--- src/rtl/multdiv_unit.sv ---
// Multi-cycle signed multiply/divide unit: shift-add multiply and restoring divide, one-cycle RDY pulse.
// Optional MULTDIV_BOOTH4_EN: radix-4 Booth multiply (16 iterations) with identical results.
module multdiv_unit #(
  parameter int WIDTH = 32
) (
  input  logic             clock,
  input  logic             reset_n,
  input  logic [WIDTH-1:0] data_operandA,
  input  logic [WIDTH-1:0] data_operandB,
  input  logic             ctrl_MULT,
  input  logic             ctrl_DIV,
  output logic [WIDTH-1:0] data_result,
  output logic             data_exception,
  output logic             data_resultRDY,
  output logic             busy
);

  localparam int CW = $clog2(WIDTH) + 1;
`ifdef MULTDIV_BOOTH4_EN
  localparam int MUL_LAST = WIDTH / 2 - 1;
  localparam int MB       = WIDTH + 1;
`else
  localparam int MUL_LAST = WIDTH - 1;
  localparam int MB       = WIDTH;
`endif
  localparam int DIV_LAST = WIDTH - 1;

  typedef enum logic [1:0] {IDLE, MUL, DIV, DONE} state_t;

  state_t             state, state_next;
  logic [CW-1:0]      count;
  logic [2*WIDTH-1:0] mcand, mcand_step, acc, acc_step, product;
  logic [MB-1:0]      mplier, mplier_step;
  logic [WIDTH-1:0]   rem, rem_step, quo, quo_step, quotient, divisor;
  logic [WIDTH:0]     rem_shift;
  logic [WIDTH-1:0]   mag_a, mag_b;
  logic               neg, div_zero, div_ovf, mul_ovf, rem_ge, last;
  logic               start_mul, start_div;

  // Both ctrl lines high together is not a request.
  assign start_mul = ctrl_MULT & ~ctrl_DIV;
  assign start_div = ctrl_DIV & ~ctrl_MULT;
  assign mag_a     = data_operandA[WIDTH-1] ? -data_operandA : data_operandA;
  assign mag_b     = data_operandB[WIDTH-1] ? -data_operandB : data_operandB;

  // NOTE: every signal written in always_comb gets a default first, so no path infers a latch.
  always_comb begin
    acc_step    = acc;
    mcand_step  = mcand;
    mplier_step = mplier;
`ifdef MULTDIV_BOOTH4_EN
    // Signed Booth digits on the raw operands; no final sign fix needed.
    case (mplier[2:0])
      3'b001, 3'b010: acc_step = acc + mcand;
      3'b011:         acc_step = acc + (mcand << 1);
      3'b100:         acc_step = acc - (mcand << 1);
      3'b101, 3'b110: acc_step = acc - mcand;
      default:        acc_step = acc;
    endcase
    mcand_step  = mcand << 2;
    mplier_step = {{2{mplier[MB-1]}}, mplier[MB-1:2]};
    product     = acc_step;
`else
    if (mplier[0]) acc_step = acc + mcand;
    mcand_step  = mcand << 1;
    mplier_step = mplier >> 1;
    product     = neg ? -acc_step : acc_step;
`endif
    mul_ovf = ~((&product[2*WIDTH-1:WIDTH-1]) | ~(|product[2*WIDTH-1:WIDTH-1]));

    rem_shift = {rem, quo[WIDTH-1]};
    rem_ge    = rem_shift >= {1'b0, divisor};
    rem_step  = rem_ge ? rem_shift[WIDTH-1:0] - divisor : rem_shift[WIDTH-1:0];
    quo_step  = {quo[WIDTH-2:0], rem_ge};
    quotient  = neg ? -quo_step : quo_step;
  end

  always_comb begin
    state_next = state;
    last       = (state == MUL) ? (count == CW'(MUL_LAST)) : (count == CW'(DIV_LAST));
    case (state)
      MUL, DIV: if (last) state_next = DONE;
      DONE:     state_next = IDLE;
      default:  state_next = IDLE;
    endcase
    // A valid start overrides whatever the current operation was doing.
    if (start_mul)      state_next = MUL;
    else if (start_div) state_next = DIV;
  end

  assign busy           = (state == MUL) || (state == DIV);
  assign data_resultRDY = (state == DONE);

  // NOTE: sequential state uses non-blocking assignments only, so every register sees pre-edge values.
  always_ff @(posedge clock or negedge reset_n) begin
    if (!reset_n) begin
      state          <= IDLE;
      count          <= '0;
      mcand          <= '0;
      mplier         <= '0;
      acc            <= '0;
      rem            <= '0;
      quo            <= '0;
      divisor        <= '0;
      neg            <= 1'b0;
      div_zero       <= 1'b0;
      div_ovf        <= 1'b0;
      data_result    <= '0;
      data_exception <= 1'b0;
    end else begin
      state <= state_next;
      if (start_mul || start_div) begin
        count    <= '0;
        acc      <= '0;
        rem      <= '0;
        quo      <= mag_a;
        divisor  <= mag_b;
        neg      <= data_operandA[WIDTH-1] ^ data_operandB[WIDTH-1];
        div_zero <= (data_operandB == '0);
        div_ovf  <= (data_operandA == {1'b1, {(WIDTH-1){1'b0}}}) && (&data_operandB);
`ifdef MULTDIV_BOOTH4_EN
        mcand    <= {{WIDTH{data_operandA[WIDTH-1]}}, data_operandA};
        mplier   <= {data_operandB, 1'b0};
`else
        mcand    <= {{WIDTH{1'b0}}, mag_a};
        mplier   <= mag_b;
`endif
      end else if (busy) begin
        if (count != CW'(WIDTH)) count <= count + CW'(1);
        if (state == MUL) begin
          acc    <= acc_step;
          mcand  <= mcand_step;
          mplier <= mplier_step;
          if (last) begin
            data_result    <= product[WIDTH-1:0];
            data_exception <= mul_ovf;
          end
        end else begin
          rem <= rem_step;
          quo <= quo_step;
          if (last) begin
            data_result    <= div_zero ? '0 : quotient;
            data_exception <= div_zero | div_ovf;
          end
        end
      end
    end
  end

endmodule

--- config.mk ---
export PLATFORM = sky130hd
export DESIGN_NAME = multdiv_unit
export DESIGN_NICKNAME = d
export VERILOG_FILES = /design/src/rtl/multdiv_unit.sv
export SDC_FILE = /design/constraint.sdc
export NUM_CORES = 1
export LEC_CHECK = 0
export CORE_MARGIN = 10
export CORE_UTILIZATION = 40
export CTS_CLUSTER_SIZE = 40
export DETAILED_ROUTE_END_ITERATION = 10
export PLACE_DENSITY = 0.62
export REMOVE_ABC_BUFFERS = 1
export SYNTH_ARGS = -nofsm -noshare
export SYNTH_HDL_FRONTEND = slang
export SYNTH_SLANG_ARGS = --single-unit
--- constraint.sdc ---
create_clock -name clock -period 7.25 [get_ports clock]
set_clock_uncertainty 0.05 [all_clocks]
set_input_delay 1.45 -clock clock [delete_from_list [all_inputs] [get_ports clock]]
set_output_delay 1.45 -clock clock [all_outputs]
set_load 0.03 [all_outputs]
# Yosys cells after proc, flatten, opt, wreduce, memory -nomap -nowiden
# Index checks and enable logic that the tools add are counted.
dict set report totals {
  register_bits 300
  input_bits 68
  output_inout_bits 35
  elab_cells 89
}
dict set report op_classes {
  addsub 7
  magnitude_cmp 1
  eq_ne 8
  muxes 35
  bitwise_logic 10
  n_reduce_logical 15
}
# operator count
set ops {}
lappend ops {{$mux W32} 17}
lappend ops {{$mux W64} 8}
lappend ops {{$neg A32 Y32} 3}
lappend ops {{$add A64 B64 Y64} 1}
lappend ops {{$neg A64 Y64} 1}
lappend ops {{$ge A33 B32 Y1} 1}
lappend ops {{$reduce_and A33 Y1} 1}
lappend ops {{$reduce_or A33 Y1} 1}
lappend ops {{$eq A32 B32 Y1 const B} 1}
lappend ops {{$logic_not A32 Y1} 1}
lappend ops {{$reduce_and A32 Y1} 1}
lappend ops {{$sub A32 B32 Y32} 1}
lappend ops {{$mux W6} 3}
lappend ops {{$mux W2} 4}
lappend ops {{$add A6 B1 Y6 const B} 1}
lappend ops {{$eq A6 B5 Y1 const B} 1}
lappend ops {{$ne A6 B6 Y1 const B} 1}
lappend ops {{$reduce_and A2 Y1} 3}
lappend ops {{$reduce_bool A2 Y1} 3}
lappend ops {{$not A1 Y1} 5}
lappend ops {{$eq A2 B2 Y1 const B} 2}
lappend ops {{$ne A4 B4 Y1 const B} 1}
lappend ops {{$mux W1} 3}
lappend ops {{$reduce_and A3 Y1} 1}
lappend ops {{other kinds (8)} 11}

# Depth between registers and ports, before layout
dict set report logic_depth {
  depth_word 10
  depth_mapped 26
  ltp_nobuf 24
}

# Least setup slack after synthesis
# Ideal clock, no wire load.
dict set report synth_path {
  kind {reg2reg}
  start {register mcand[0]}
  end {register data_exception}
  setup_time_ns 0.122
  arrival_ns 5.300
  required_ns 7.078
  setup_slack_ns 1.777
  stages_incl_launch_ff 21
  path_buffers 1
  synth_period_minus_slack_ns 5.473
  path_cell_list {dfrtp_1 -> ha_1 -> inv_1 -> fa_1 -> nor2b_1 -> o221a_2 -> o311a_1 -> o211ai_2 -> a211oi_1 -> mux2_2 -> a221oi_1 -> and3_1 -> buf_4 -> nand4b_1 -> or4_4 -> or4_1 -> a211oi_1 -> o221ai_1 -> nor4_2 -> o2bb2ai_1 -> o21ai_1}
}
dict set report synth_between {
  elab_chain_len 10
  elab_cells_between_ends 11
  cone_classes {add/sub (2); mux (4); bitwise (3); reduce/logical (2)}
}
# item line
set synth_rtl {}
lappend synth_rtl {{start, declared} 32} ;# logic [2*WIDTH-1:0] mcand, mcand_step, acc, acc_step, product;
lappend synth_rtl {{start signal, assigned} 125} ;# mcand <= {{WIDTH{1'b0}}, mag_a};
lappend synth_rtl {{start signal, assigned} 132} ;# mcand <= mcand_step;
lappend synth_rtl {{$add A64 B64 Y64 *} 64} ;# if (mplier[0]) acc_step = acc + mcand;
lappend synth_rtl {{$mux W64 *} 64}
lappend synth_rtl {{$neg A64 Y64} 67} ;# product = neg ? -acc_step : acc_step;
lappend synth_rtl {{$mux W64 *} 67}
lappend synth_rtl {{$reduce_or A33 Y1} 69} ;# mul_ovf = ~((&product[2*WIDTH-1:WIDTH-1]) | ~(|product[2*WIDTH-1:WIDTH-1]));
lappend synth_rtl {{$not A1 Y1} 69}
lappend synth_rtl {{$or A1 B1 Y1 *} 69}
lappend synth_rtl {{$not A1 Y1 *} 69}
lappend synth_rtl {{$mux W1 *} 134} ;# if (last) begin
lappend synth_rtl {{$mux W1 *} 130} ;# if (state == MUL) begin
lappend synth_rtl {{end signal, assigned} 136} ;# data_exception <= mul_ovf;
lappend synth_rtl {{end signal, assigned} 143} ;# data_exception <= div_zero | div_ovf;
lappend synth_rtl {{end, declared} 13} ;# output logic data_exception,
# Mark *: on every way between the ends. The rest lies on a longest branch, timed or not. The select of a mux whose other input is x is not followed.
# A chain may end at the register's enable or synchronous reset.

# Worst setup path in the final report
# Ends and elaborated chain as after synthesis.

==> flow_summary.toml <==
[global_route]
grt-ovfl-total = 0
grt_pass1_wl_mm = 124.2
antenna_found_initial = 8
grt_max_degree = 108
track_usage_pct = 21.88
grt_pass1_vias = 21780

[die]
die_y_um = 262.6
core_um2 = 58030
num_rows = 88
io_pins = 103
dieArea_um2 = 68950
start_util_pct = 40.57
die_x_um = 262.6

[clocking]
cts.repair.resized = 0
cts_sinks = 300
cts_setup_buffers = 0
htree_num_levels = 2
cts_tree = "done"
path_clk_slew_ns = 0.06
clockRootBuffer = "clkbuf_16"
postCtsHoldBufs = 0
clock_path_buffers = 3
cts_buffers = 39
clkLatencyLatePin_ns = 0.58

[synthesis]
netlist_area_um2 = 23540
ys_ff_latch = 300
netlist_instances = 2883
synth_edf_count = 0
synth_flop_cell = "dfrtp_1"
yosysTopAreaCellShare_pct = 31.89
async_flop_share_pct = 100.0
yosysSeqAreaShare_pct = 31.89
ys_types = 98
synth.largest_area_cell = "dfrtp_1"
avgSynthCellArea_um2 = 8.165
synthTopCellsByArea = "dfrtp_1, o21ai_0, ha_1"
yosys_warnings = 0

[power]
power_frac_comb_pct = 36.6
power_frac_clock_pct = 30.1
pwr-share-seq_pct = 33.3
swShare_pct = 39.93
finalPower_mw = 6.384
p_int_mw = 3.835
vdd_ir_drop_max_v = 0.0001655
p_sw_mw = 2.549
p_leak_nw = 11.41
power_density_nw_per_um2 = 242.0

[drt]
firstDrtPassIters = 5
routedWlPerCell_um = 21.45
via_per_inst = 6.186
vias = 22800
remaining_drc_errors = 0
totalWireLength_mm = 79.04
antenna_left = 0
drt_iter0_drc = 1998

[min_path]
hold_end = "mplier[31]"
hold_class = "reg -> reg"
holdPathStages = 2
holdCritStartpoint = "mplier[31]"

[worst_setup_path]
worstPathCellList = "ha_1 -> inv_1 -> fa_1 -> nor2b_1 -> o221a_2 -> o311ai_2 -> a2111oi_0 -> o31ai_1 -> a21oi_1 -> o211ai_1 -> nand4b_2 -> or3_1 -> or4_4 -> or4_1 -> a211oi_1 -> o221ai_1 -> nor4_2 -> o2bb2ai_1 -> o21ai_1"
required_ns = 7.63
r2r_cells = 19
r2r_start = "mcand[0]"
critPathKind = "reg -> reg"
rrSetupSlack_ns = 0.65
critPathMaxFanout = 9
cpLargestDelayFamily = "compound AO/OA/AOI/OAI gates"
worst_path_max_delay_cell = "a2111oi_0"
start_kind = "flop"
r2r-end = "data_exception"
cpPeakStageDelay_ns = 1.10
endpoint_kind = "flop"
path_buf_inv = 1
crit_arrival_ns = 6.99

[sta]
setup_viol = 0
rsz0062_at_grt = "no"
max_freq_mhz = 151.5
maxSlewHeadroom_pct = 12.22
min_period_over_period_pct = 91.05
hold_violations = 0
min_period_ns = 6.601
drv_slew = 0
tightestPinTransition_ns = 1.284

[place]
gp_congestion = 0.9544
dp_hpwl_mm = 57.50
place_inst = 3614
numPortBuffers = 102

[layout]
final_cells = 3685
syn2layout_area_growth_pct = 12.04
drive_gt1_share_pct = 5.483
nNetsFinal = 3066

[flow_run]
cap_violations = 0

[outcome]
status = "completed"
-- sequential cells by signal (all words and copies together) (netlist names) --
name	cells
count	6
quo	32
div_ovf	1
state	2
acc	64
rem	32
mcand	64
mplier	32
data_result	32
div_zero	1
neg	1
data_exception	1
divisor	32
-- cell usage after synthesis, types with 20 or more instances --
cell / n
nand4_1: 56
nand2b_1: 31
inv_1: 93
mux2i_1: 47
ha_1: 106
a221oi_1: 23
o41ai_1: 23
nand2_1: 331
and3_1: 34
a211oi_1: 30
a31oi_1: 38
a21o_1: 80
nor3_1: 68
or4_1: 27
o21a_1: 20
xor2_1: 99
o21ai_0: 266
a22o_1: 44
dfrtp_1: 300
nor2_1: 214
or3_1: 34
nor4_1: 24
a21oi_1: 188
o31ai_1: 35
nand3_1: 64
clkbuf_1: 129
a21boi_0: 35
xnor2_1: 70
o211a_1: 32
-- cell families (layout without fill, tap and decap cells) --
| family | Yosys count | count (layout) | synth area share [%] |
|---|---|---|---|
| buf+inv | 269 | 304 | 4.672 |
| fa+ha+maj | 108 | 108 | 5.804 |
| compound gates | 988 | 988 | 28.11 |
| xor+xnor | 169 | 169 | 6.288 |
| simple gates | 992 | 992 | 20.76 |
| mux | 57 | 57 | 2.477 |
| other cells | 0 | 2 | 0 |
| flops | 300 | 300 | 31.89 |
-- worst reg2reg max path, cell delays in order (launching register included) --
cell       delay, ns
dfrtp_1         0.37
ha_1            0.22
inv_1           0.08
fa_1            0.41
nor2b_1         0.30
o221a_2         0.32
o311ai_2        0.12
a2111oi_0       1.10
o31ai_1         0.23
a21oi_1         0.23
o211ai_1        0.15
nand4b_2        0.38
or3_1           0.59
or4_4           0.57
or4_1           0.54
a211oi_1        0.21
o221ai_1        0.14
nor4_2          0.23
o2bb2ai_1       0.14
o21ai_1         0.08
-- how the worst max path moves through the flow --
stage / start / end / slack, ns / depth (start not counted)
after floorplan: ctrl_MULT / mcand[29] / -1.59 / 5
after global placement: mcand[0] / data_exception / 0.85 / 19
after detailed placement: mcand[0] / data_exception / 0.75 / 19
after CTS: mcand[0] / data_exception / 0.69 / 19
after global routing: mcand[0] / data_exception / 0.16 / 19
final: mcand[0] / data_exception / 0.65 / 19
-- area by class of cell --
type / instances / area, µm²
timing repair buffer: 140 / 1336
inverter: 95 / 359.1
clock inverter: 7 / 80.08
multi-input combinational: 2314 / 14970
clock buffer: 62 / 1154
sequential: 300 / 7512
fill: 5644 / 31650
antenna: 2 / 5.005
tap: 765 / 957.2
-- cells in the final DEF, fill, tap and decap left out, types with 56 or more instances in the layout --
cell | netlist | routed
a21o_1 | 80 | 80
a21oi_1 | 188 | 188
clkdlybuf4s50_1 | 0 | 101
dfrtp_1 | 300 | 298
ha_1 | 106 | 104
inv_1 | 93 | 91
nand2_1 | 331 | 330
nand3_1 | 64 | 64
nand4_1 | 56 | 56
nor2_1 | 214 | 211
nor3_1 | 68 | 67
o21ai_0 | 266 | 266
xnor2_1 | 70 | 70
xor2_1 | 99 | 99
-- per-layer routing --
metal	global-route usage [%]	share of wire [%]	vias to the layer above	routed length, µm
met5	0	0.10	-	82
met4	7.417	3.1	12	2449
met3	4.176	7.4	139	5859
met2	33.66	44	826	34630
met1	30.16	46	11120	36020
li1	-	-	10700	-
-- power by group through the flow --
stage | sequential, mW | combinational, mW | clock [mW]
floorplan | 2.09 | 1.58 | 0
detailed placement | 2.15 | 2.28 | 0
global route | 2.16 | 2.55 | 2.03
global placement | 2.14 | 2.25 | 0
finish | 2.13 | 2.34 | 1.92
CTS | 2.12 | 2.29 | 1.96
-- through the flow --
step | utilization (%) | area [µm²] | setup slack [ns] | TNS, ns | hold slack, ns
final | 45.45 | 26370 | 0.6489 | 0 | 0.4232
after CTS | 45.44 | 26370 | 0.6924 | 0 | 0.4248
after floorplan | - | 22800 | -1.593 | -162.86 | 0.3898
after detailed placement | 43.32 | 25140 | 0.7547 | 0 | 0.4112
after global routing | 45.45 | 26370 | 0.1647 | 0 | 0.4333
after global placement | 43.32 | 25140 | 0.8540 | 0 | 0.4033
No activity file was read; power rests on OpenSTA's default activity.
